### src/rtl/brp_update_sched_pkg.sv
// Shared types for the PHT maintenance-port scheduler: counter type, queued
// update record, FSM encoding and the 2-bit saturating counter step.
package brp_update_sched_pkg;

  typedef logic [1:0] brp_ctr_t;

  localparam brp_ctr_t BRP_CTR_MAX = 2'b11;
  localparam brp_ctr_t BRP_CTR_MIN = 2'b00;

  // Wide enough for any PHT size we expect to build; the top narrows it.
  localparam int BRP_IDX_MAX_W = 16;

  typedef struct packed {
    logic [BRP_IDX_MAX_W-1:0] idx;
    logic                     taken;
  } brp_upd_t;

  typedef enum logic [1:0] {
    ST_INIT,
    ST_IDLE,
    ST_RD,
    ST_WR
  } brp_state_t;

  function automatic brp_ctr_t brp_ctr_step(input brp_ctr_t ctr, input logic taken);
    if (taken) begin
      return (ctr == BRP_CTR_MAX) ? BRP_CTR_MAX : brp_ctr_t'(ctr + 2'd1);
    end
    return (ctr == BRP_CTR_MIN) ? BRP_CTR_MIN : brp_ctr_t'(ctr - 2'd1);
  endfunction

endpackage

### src/rtl/brp_upd_fifo.sv
// Pending branch-resolution update queue. Flush empties it and wins over a
// simultaneous push; single flags exactly one entry left.
module brp_upd_fifo
  import brp_update_sched_pkg::*;
#(
  parameter int DEPTH = 4
) (
  input  logic     clk,
  input  logic     rst,
  input  logic     push,
  input  brp_upd_t push_data,
  input  logic     pop,
  input  logic     flush,
  output logic     full,
  output logic     empty,
  output logic     single,
  output brp_upd_t head
);

  localparam int PW = $clog2(DEPTH);

  brp_upd_t        mem [DEPTH];
  logic [PW-1:0]   rd_ptr;
  logic [PW-1:0]   wr_ptr;
  logic [PW:0]     count;
  logic            do_push;
  logic            do_pop;

  assign full    = (count == (PW+1)'(DEPTH));
  assign empty   = (count == '0);
  assign single  = (count == (PW+1)'(1));
  assign head    = mem[rd_ptr];
  assign do_push = push & ~full & ~flush;
  assign do_pop  = pop & ~empty & ~flush;

  always_ff @(posedge clk) begin
    if (do_push) begin
      mem[wr_ptr] <= push_data;
    end
  end

  always_ff @(posedge clk or negedge rst) begin
    if (!rst) begin
      rd_ptr <= '0;
      wr_ptr <= '0;
      count  <= '0;
    end else if (flush) begin
      rd_ptr <= '0;
      wr_ptr <= '0;
      count  <= '0;
    end else begin
      if (do_push) wr_ptr <= wr_ptr + PW'(1);
      if (do_pop)  rd_ptr <= rd_ptr + PW'(1);
      case ({do_push, do_pop})
        2'b10:   count <= count + (PW+1)'(1);
        2'b01:   count <= count - (PW+1)'(1);
        default: count <= count;
      endcase
    end
  end

endmodule

### src/rtl/brp_update_sched.sv
// Owner of the PHT maintenance port: init sweep, queued EX updates as
// read-modify-write pairs, and accepted/correct prediction statistics.
//
// state   | meaning
// INIT    | sweeping INIT_VAL into every counter (first cycle after reset is setup)
// IDLE    | sweep done, nothing queued
// RD      | reading counter at queue head
// WR      | writing stepped counter back, popping the head
module brp_update_sched
  import brp_update_sched_pkg::*;
#(
  parameter int          PHT_ENTRIES = 256,
  parameter int          FIFO_DEPTH  = 4,
  parameter logic [1:0]  INIT_VAL    = 2'b01,
  localparam int         IDX_W       = $clog2(PHT_ENTRIES)
) (
  input  logic             clk,
  input  logic             rst,
  input  logic             upd_valid,
  output logic             upd_ready,
  input  logic [IDX_W-1:0] upd_idx,
  input  logic             upd_taken,
  input  logic             upd_mispredict,
  input  logic             clear_req,
  output logic             init_done,
  output logic             pht_rd_en,
  output logic [IDX_W-1:0] pht_rd_idx,
  input  logic [1:0]       pht_rd_data,
  output logic             pht_we,
  output logic [IDX_W-1:0] pht_wr_idx,
  output logic [1:0]       pht_wr_data,
  output logic [31:0]      stat_total,
  output logic [31:0]      stat_correct
);

  brp_state_t       state;
  logic [IDX_W-1:0] sweep_idx;
  logic [IDX_W-1:0] head_idx;
  logic             push;
  logic             fifo_full;
  logic             fifo_empty;
  logic             fifo_single;
  brp_upd_t         push_data;
  brp_upd_t         head;

  assign upd_ready = ~fifo_full;
  assign push      = upd_valid & upd_ready;
  assign push_data = '{idx: BRP_IDX_MAX_W'(upd_idx), taken: upd_taken};
  assign head_idx  = IDX_W'(head.idx);

  brp_upd_fifo #(.DEPTH(FIFO_DEPTH)) u_fifo (
    .clk       (clk),
    .rst       (rst),
    .push      (push),
    .push_data (push_data),
    .pop       (state == ST_WR),
    .flush     (clear_req),
    .full      (fifo_full),
    .empty     (fifo_empty),
    .single    (fifo_single),
    .head      (head)
  );

  // Read data only arrives in WR, so the write value cannot be registered.
  assign pht_rd_idx  = head_idx;
  assign pht_wr_idx  = (state == ST_WR) ? head_idx : sweep_idx;
  assign pht_wr_data = (state == ST_WR) ? brp_ctr_step(pht_rd_data, head.taken) : INIT_VAL;

  always_ff @(posedge clk or negedge rst) begin
    if (!rst) begin
      state     <= ST_INIT;
      sweep_idx <= '0;
      pht_we    <= 1'b0;
      pht_rd_en <= 1'b0;
      init_done <= 1'b0;
    end else if (clear_req) begin
      state     <= ST_INIT;
      sweep_idx <= '0;
      pht_we    <= 1'b1;
      pht_rd_en <= 1'b0;
      init_done <= 1'b0;
    end else begin
      case (state)
        ST_INIT: begin
          if (!pht_we) begin
            pht_we <= 1'b1;
          end else if (sweep_idx == IDX_W'(PHT_ENTRIES - 1)) begin
            state     <= ST_IDLE;
            pht_we    <= 1'b0;
            init_done <= 1'b1;
          end else begin
            sweep_idx <= sweep_idx + IDX_W'(1);
          end
        end
        ST_IDLE: begin
          if (!fifo_empty || push) begin
            state     <= ST_RD;
            pht_rd_en <= 1'b1;
          end
        end
        ST_RD: begin
          state     <= ST_WR;
          pht_rd_en <= 1'b0;
          pht_we    <= 1'b1;
        end
        ST_WR: begin
          pht_we <= 1'b0;
          if (!fifo_single || push) begin
            state     <= ST_RD;
            pht_rd_en <= 1'b1;
          end else begin
            state <= ST_IDLE;
          end
        end
        default: begin
          state     <= ST_INIT;
          sweep_idx <= '0;
          pht_we    <= 1'b0;
          pht_rd_en <= 1'b0;
          init_done <= 1'b0;
        end
      endcase
    end
  end

  always_ff @(posedge clk or negedge rst) begin
    if (!rst) begin
      stat_total   <= '0;
      stat_correct <= '0;
    end else if (push) begin
      if (stat_total != '1) stat_total <= stat_total + 32'd1;
      if (!upd_mispredict && stat_correct != '1) stat_correct <= stat_correct + 32'd1;
    end
  end

endmodule

### config.mk
export PLATFORM = sky130hd
export DESIGN_NAME = brp_update_sched
export DESIGN_NICKNAME = d
export VERILOG_FILES = /design/src/rtl/brp_update_sched_pkg.sv /design/src/rtl/brp_upd_fifo.sv /design/src/rtl/brp_update_sched.sv
export SDC_FILE = /design/constraint.sdc
export NUM_CORES = 1
export LEC_CHECK = 0
export ABC_CLOCK_PERIOD_IN_PS = 2900
export CORE_ASPECT_RATIO = 1.25
export CORE_MARGIN = 2
export CORE_UTILIZATION = 50
export DETAILED_ROUTE_END_ITERATION = 12
export PLACE_DENSITY_LB_ADDON = 0.15
export SYNTH_ARGS = -nofsm -noshare
export SYNTH_HDL_FRONTEND = slang
export SYNTH_SLANG_ARGS = --single-unit
### constraint.sdc
create_clock -name clk -period 2.9 [get_ports clk]
set_input_delay 0.58 -clock clk [delete_from_list [all_inputs] [get_ports clk]]
set_output_delay 0.58 -clock clk [all_outputs]
set_load 0.02 [all_outputs]
==> results of run 1 <==
## worst min path at each step
stage / startpoint / end / depth (start not counted)
finish: rst / stat_correct[29] / 1
global route: rst / stat_correct[29] / 1
CTS: rst / stat_correct[0] / 1
detailed placement: stat_total[31] / stat_total[31] / 1
global placement: stat_total[31] / stat_total[31] / 1
floorplan: rst / init_done / 0
## state kept, by name (all words and copies together), names as in the netlist
| register | cells |
|---|---|
| init_done | 1 |
| pht_rd_en | 1 |
| pht_we | 1 |
| stat_correct | 32 |
| stat_total | 32 |
| state | 2 |
| sweep_idx | 8 |
| u_fifo.count | 3 |
| u_fifo.mem | 36 |
| u_fifo.rd_ptr | 2 |
| u_fifo.wr_ptr | 2 |
## worst max-delay path, cell delays in order (launching register included)
cell	delay (ns)
dfrtp_1	0.41
buf_12	0.17
mux4_2	0.55
mux2_2	0.28
dlygate4sd2_1	0.32
## layout make-up
type / count / share of cell area
flip-flops and latches: 120 / 0.417
multi-input cells: 344 / 0.326
repair buffers: 115 / 0.148
clock buffers: 24 / 0.0657
well taps: 135 / 0.0221
clock inverters: 8 / 0.0154
inverters: 12 / 0.00590
## routing by layer
| metal | vias to the layer above | share of wire | GRT usage |
|---|---|---|---|
| met3 | 18 | 0.049 | 0.0606 |
| li1 | 2002 | - | - |
| met4 | 0 | 0.017 | 0.0848 |
| met5 | - | 0 | 0 |
| met2 | 98 | 0.52 | 0.355 |
| met1 | 2077 | 0.41 | 0.251 |
## through the flow
stage	area (um^2)	worst slack [ns]	std cells
after floorplan	5780	0.737	490
after global placement	7020	0.299	726
after detailed placement	7020	0.269	726
after CTS	7630	0.0260	758
after global routing	7630	0.118	758
final	7630	0.178	758
## cells by family after synthesis
group,after synthesis
AND/OR/NAND/NOR,196
XOR/XNOR,71
flip-flops,120
multiplexers,19
adder cells (fa/ha/maj),17
AO/OA/AOI/OAI,41
buffers and inverters,26
## power groups by stage
stage	clock, mW	sequential, mW	combinational (mW)
final	2.15	2.05	0.713
after global routing	2.26	2.07	0.775
after CTS	2.19	2.05	0.723
after detailed placement	0	2.07	0.719
after global placement	0	2.07	0.703
after floorplan	0	2.16	0.256
## cells in the final DEF, fill, tap and decap left out, drive strengths merged, types with 4 or more instances in the layout
| cell | synthesis | layout |
|---|---|---|
| clkdlybuf4s50 | 0 | 90 |
| dfrtp | 84 | 84 |
| nand2 | 43 | 43 |
| nor2 | 39 | 39 |
| xnor2 | 38 | 38 |
| edfxtp | 36 | 36 |
| xor2 | 33 | 33 |
| nand4 | 26 | 26 |
| nand3 | 25 | 25 |
| clkbuf | 6 | 24 |
| ha | 16 | 16 |
| buf | 8 | 15 |
| and3 | 13 | 13 |
| inv | 12 | 12 |
| nor3 | 12 | 12 |
| nor4 | 11 | 11 |
| a21oi | 10 | 10 |
| mux4 | 9 | 9 |
| dlygate4sd2 | 0 | 9 |
| mux2 | 9 | 9 |
| o21ai | 8 | 8 |
| and2 | 6 | 6 |
| and4 | 6 | 6 |
| a31oi | 6 | 6 |
| or2 | 5 | 5 |
| o31ai | 4 | 4 |
| clkinv | 0 | 4 |
| a21boi | 4 | 4 |
==> impl_metrics.yaml, run 1 <==
status:
  outcome: "complete, no violations"
die:
  rows: 43
  core_um2: 11200
  fp.dieH_um: 124
  die_w_um: 100
  initial_utilization: 0.516
  ios: 102
  die-area_um2: 12400
synth:
  yosysWarningCount: 0
  ys.flop_type: "dfrtp_1"
  synth.net_count: 522
  synth_top_family_by_area: "simple AND/OR/NAND/NOR gates"
  async_reset_ff_frac: 0.700
  synth_top_cell_area_share: 0.364
  post_synth_inst_count: 490
  synth_xor_area_frac: 0.108
  syn_area_per_cell_um2: 11.8
  synth_cell_types: 50
  synth_compound_area_frac: 0.0518
  synth_common_cells: "dfrtp_1 (84), nand2_1 (43), nor2_1 (39)"
  syn_area_um2: 5780
  synthSimpleGateAreaFrac: 0.180
  post-synth-top-count-cell: "dfrtp_1"
  synth-seq-cells: 120
  synthTopCellsByArea: "dfrtp_1 (36%), edfxtp_1 (19%), xnor2_1 (5.8%), xor2_1 (5.0%), mux4_2 (3.5%)"
  synth-edff-count: 36
  synth_area_leader_cell: "dfrtp_1"
  synth_mux_area_frac: 0.0544
  yosysSeqAreaShare: 0.551
  synthAdderAreaFrac: 0.0364
clock_tree:
  clk_latency_ns: 0.41
  h-tree-depth: 4
  cts_setup_buffers: 0
  clkTransAtPathRegs_ns: 0.05
  cts.sinks: 120
  ctsHoldBuffers: 0
  ctsResizeCount: 10
  clockRootBuffer: "clkbuf_16"
  numCtsBuffers: 17
  cts_buffer_depth: 2
  tritoncts: "built"
cells_and_area:
  area_growth_pct: 32.1
  antennaDiodeCount: 0
  nNetsFinal: 642
  multi_input_area_um2: 2480
  n_fill_cell: 847
  register_area_um2: 3180
  final_util: 0.682
  drive_above_1_share: 0.119
grt:
  grt_pass1_vias: 4154
  grt-ovfl-total: 0
  antenna_found_initial: 0
  grt_pass1_wl_um: 20100
  grt_max_degree: 50
  grt_usage: 0.209
timing:
  rsz0062_at_grt: "false"
  skew_ns: 0.00797
  fin_crit_ns: 2.72
  finalCritPeriodShare: 0.939
  slew_viol_final: 0
  setup_viol: 0
  tns_ns: 0
  fin_hold_ws_ns: 0.202
  fmax_mhz: 367
  relSlewSlack: 0.443
  hold_viol: 0
  worst_pin_slew_ns: 0.815
route:
  wl_per_cell_um: 16.2
  drt_wl_total_um: 12300
  drc_errors: 0
  ant_nets: 0
  vias: 4195
  first_pass_iters: 4
  drtIter0Drc: 222
  avgViaCountPerCell: 5.53
job:
  cap_violations: 0
setup_path:
  end_kind: "output port"
  cp_max_fo: 9
  rrSetupSlack_ns: 0.58
  required_ns: 2.32
  reg2reg_to: "stat_correct[19]"
  crit_start: "u_fifo.rd_ptr[0]"
  crit_type: "register to output port"
  r2r_start: "stat_correct[0]"
  crit_end: "pht_wr_idx[3]"
  arrival_ns: 2.14
  reg2reg_depth: 6
  start_kind: "register"
worst_hold_path:
  hp-class: "primary input to asynchronous set/reset pin"
pwr:
  leakage_nw: 3.13
  p_clk_frac: 0.438
  finalPower_mw: 4.92
  p_switching_mw: 1.24
  p_comb_frac: 0.145
  vdd_ir_drop_max_mv: 0.568
  switching_share: 0.252
  powerDensity_nw_per_um2: 644
  seqPwrFrac: 0.417
  p_int_mw: 3.68
placed_design:
  dp.final_hpwl_um: 8760
  place_congestion: 0.849
  port_buffers: 101
Power figures use the tool's default switching activity.
==> run 2: changes to the inputs <==
--- a/config.mk
+++ b/config.mk
@@ -6,6 +6,7 @@
 export NUM_CORES = 1
 export LEC_CHECK = 0
 export ABC_CLOCK_PERIOD_IN_PS = 2900
+export CAP_MARGIN = 10
 export CORE_ASPECT_RATIO = 1.25
 export CORE_MARGIN = 2
 export CORE_UTILIZATION = 50
==> results of run 2 <==
No change in the layout: final DEF, timing and power equal those of run 1.
==> run 3: changes to the inputs <==
--- a/config.mk
+++ b/config.mk
@@ -11,6 +11,7 @@
 export CORE_MARGIN = 2
 export CORE_UTILIZATION = 50
 export DETAILED_ROUTE_END_ITERATION = 12
+export MAX_ROUTING_LAYER = met4
 export PLACE_DENSITY_LB_ADDON = 0.15
 export SYNTH_ARGS = -nofsm -noshare
 export SYNTH_HDL_FRONTEND = slang
==> run 3 against run 2 <==
Clock power about the same. Sequential power about the same. Routed wire length about the same. Global-route usage up 0.64 points. Critical path type unchanged. Highest routed layer unchanged.
==> impl_metrics.yaml, run 3 (synthesis gave the netlist of run 1 again) <==
cells_and_area:
  regMostFlops: "u_fifo.mem"
  register_area_um2: 3180
  final_cell_mix: "clkdlybuf4s50_1 (90), dfrtp_1 (84), nand2_1 (43)"
  antennaDiodeCount: 0
  final_util: 0.682
  largest_registers: "u_fifo.mem (36), stat_correct (32), stat_total (32)"
  drive_above_1_share: 0.119
  final_common_cell: "clkdlybuf4s50_1"
  n_fill_cell: 847
  largest_reg_flops: 36
  nNetsFinal: 642
  area_growth_pct: 32.1
  fin_area_um2: 7630
  finalNonFillerCells: 758
  multi_input_area_um2: 2480
timing:
  hold_viol: 0
  fmax_mhz: 368
  tns_ns: 0
  fin_hold_ws_ns: 0.203
  fin_crit_ns: 2.72
  worst_pin_slew_ns: 0.815
  slew_viol_final: 0
  rsz0062_at_grt: "false"
  finalCritPeriodShare: 0.938
  relSlewSlack: 0.443
  setup_viol: 0
  fin_ws_ns: 0.180
  skew_ns: 0.00839
clock_tree:
  cts_buffer_depth: 2
  numCtsBuffers: 17
  clk_latency_ns: 0.41
  clkTransAtPathRegs_ns: 0.05
  ctsHoldBuffers: 0
  cts.sinks: 120
  tritoncts: "built"
  cts_setup_buffers: 0
  clockRootBuffer: "clkbuf_16"
  ctsResizeCount: 10
  h-tree-depth: 4
route:
  drtIter0Drc: 232
  ant_nets: 0
  avgViaCountPerCell: 5.54
  routed.top_layer: "met4"
  vias: 4196
  m1WireLength_um: 5130
  drt_wl_total_um: 12300
  drc_errors: 0
  wl_per_cell_um: 16.2
  dr_wl_met2_um: 6440
  first_pass_iters: 4
  dr_wl_met3_um: 559
grt:
  grt-ovfl-total: 0
  grt_pass1_vias: 4137
  grt_pass1_wl_um: 20100
  grt_max_degree: 50
  antenna_found_initial: 0
  grt_usage: 0.215
setup_path:
  cp_max_fo: 9
  start_kind: "register"
  arrival_ns: 2.14
  required_ns: 2.32
  end_kind: "output port"
  crit_type: "register to output port"
placed_design:
  place_ws_ns: 0.269
  port_buffers: 101
  place_congestion: 0.862
  dp_cells: 726
  dpl-instance-area_um2: 7020
  dp.final_hpwl_um: 8760
pwr:
  powerDensity_nw_per_um2: 644
  leakage_nw: 3.13
  finalPower_mw: 4.91
  vdd_ir_drop_max_mv: 0.569
die:
  die_w_um: 100
  ios: 102
  core_um2: 11200
  initial_utilization: 0.516
  die-area_um2: 12400
  fp.dieH_um: 124
  rows: 43
status:
  outcome: "complete, no violations"
worst_hold_path:
  hp-class: "primary input to asynchronous set/reset pin"
job:
  cap_violations: 0
## run 3: cell counts in the layout (fill, tap and decap cells not counted)
No cell type changed its count.
## run 3: final timing paths
kind                                  start                to  slack, ns  cells past startpoint
setup / recovery           u_fifo.rd_ptr[0]     pht_wr_idx[3]       0.18                      4
max in group asynchronous               rst    stat_total[28]       2.08                      2
hold / removal                          rst  stat_correct[29]       0.20                      1
hold reg to reg              stat_total[18]    stat_total[18]       0.49                      1
min in group clk             stat_total[18]    stat_total[18]       0.49                      1
setup reg to reg            stat_correct[0]  stat_correct[25]       0.58                      6
## run 3: area by class of cell
type / instances / area share
multi-input cells: 344 / 0.326
clock inverters: 8 / 0.0154
inverters: 12 / 0.00590
flip-flops and latches: 120 / 0.417
clock buffers: 24 / 0.0657
well taps: 135 / 0.0221
repair buffers: 115 / 0.148
## run 3: per-layer routing
layer | up-vias | track usage
met1 | 2075 | 0.254
met5 | - | -
met2 | 107 | 0.354
li1 | 1999 | -
met4 | 0 | 0.0848
met3 | 15 | 0.0584
## run 3: critical path, cell delays in order, from the launching register on
cell and delay, ns:
dfrtp_1 0.41, buf_12 0.17, mux4_2 0.55, mux2_2 0.28, dlygate4sd2_1 0.32
## run 3: where the power goes
part | internal [mW] | switching, mW
registers | 1.88 | 0.172
logic | 0.342 | 0.371
clock network | 1.46 | 0.693
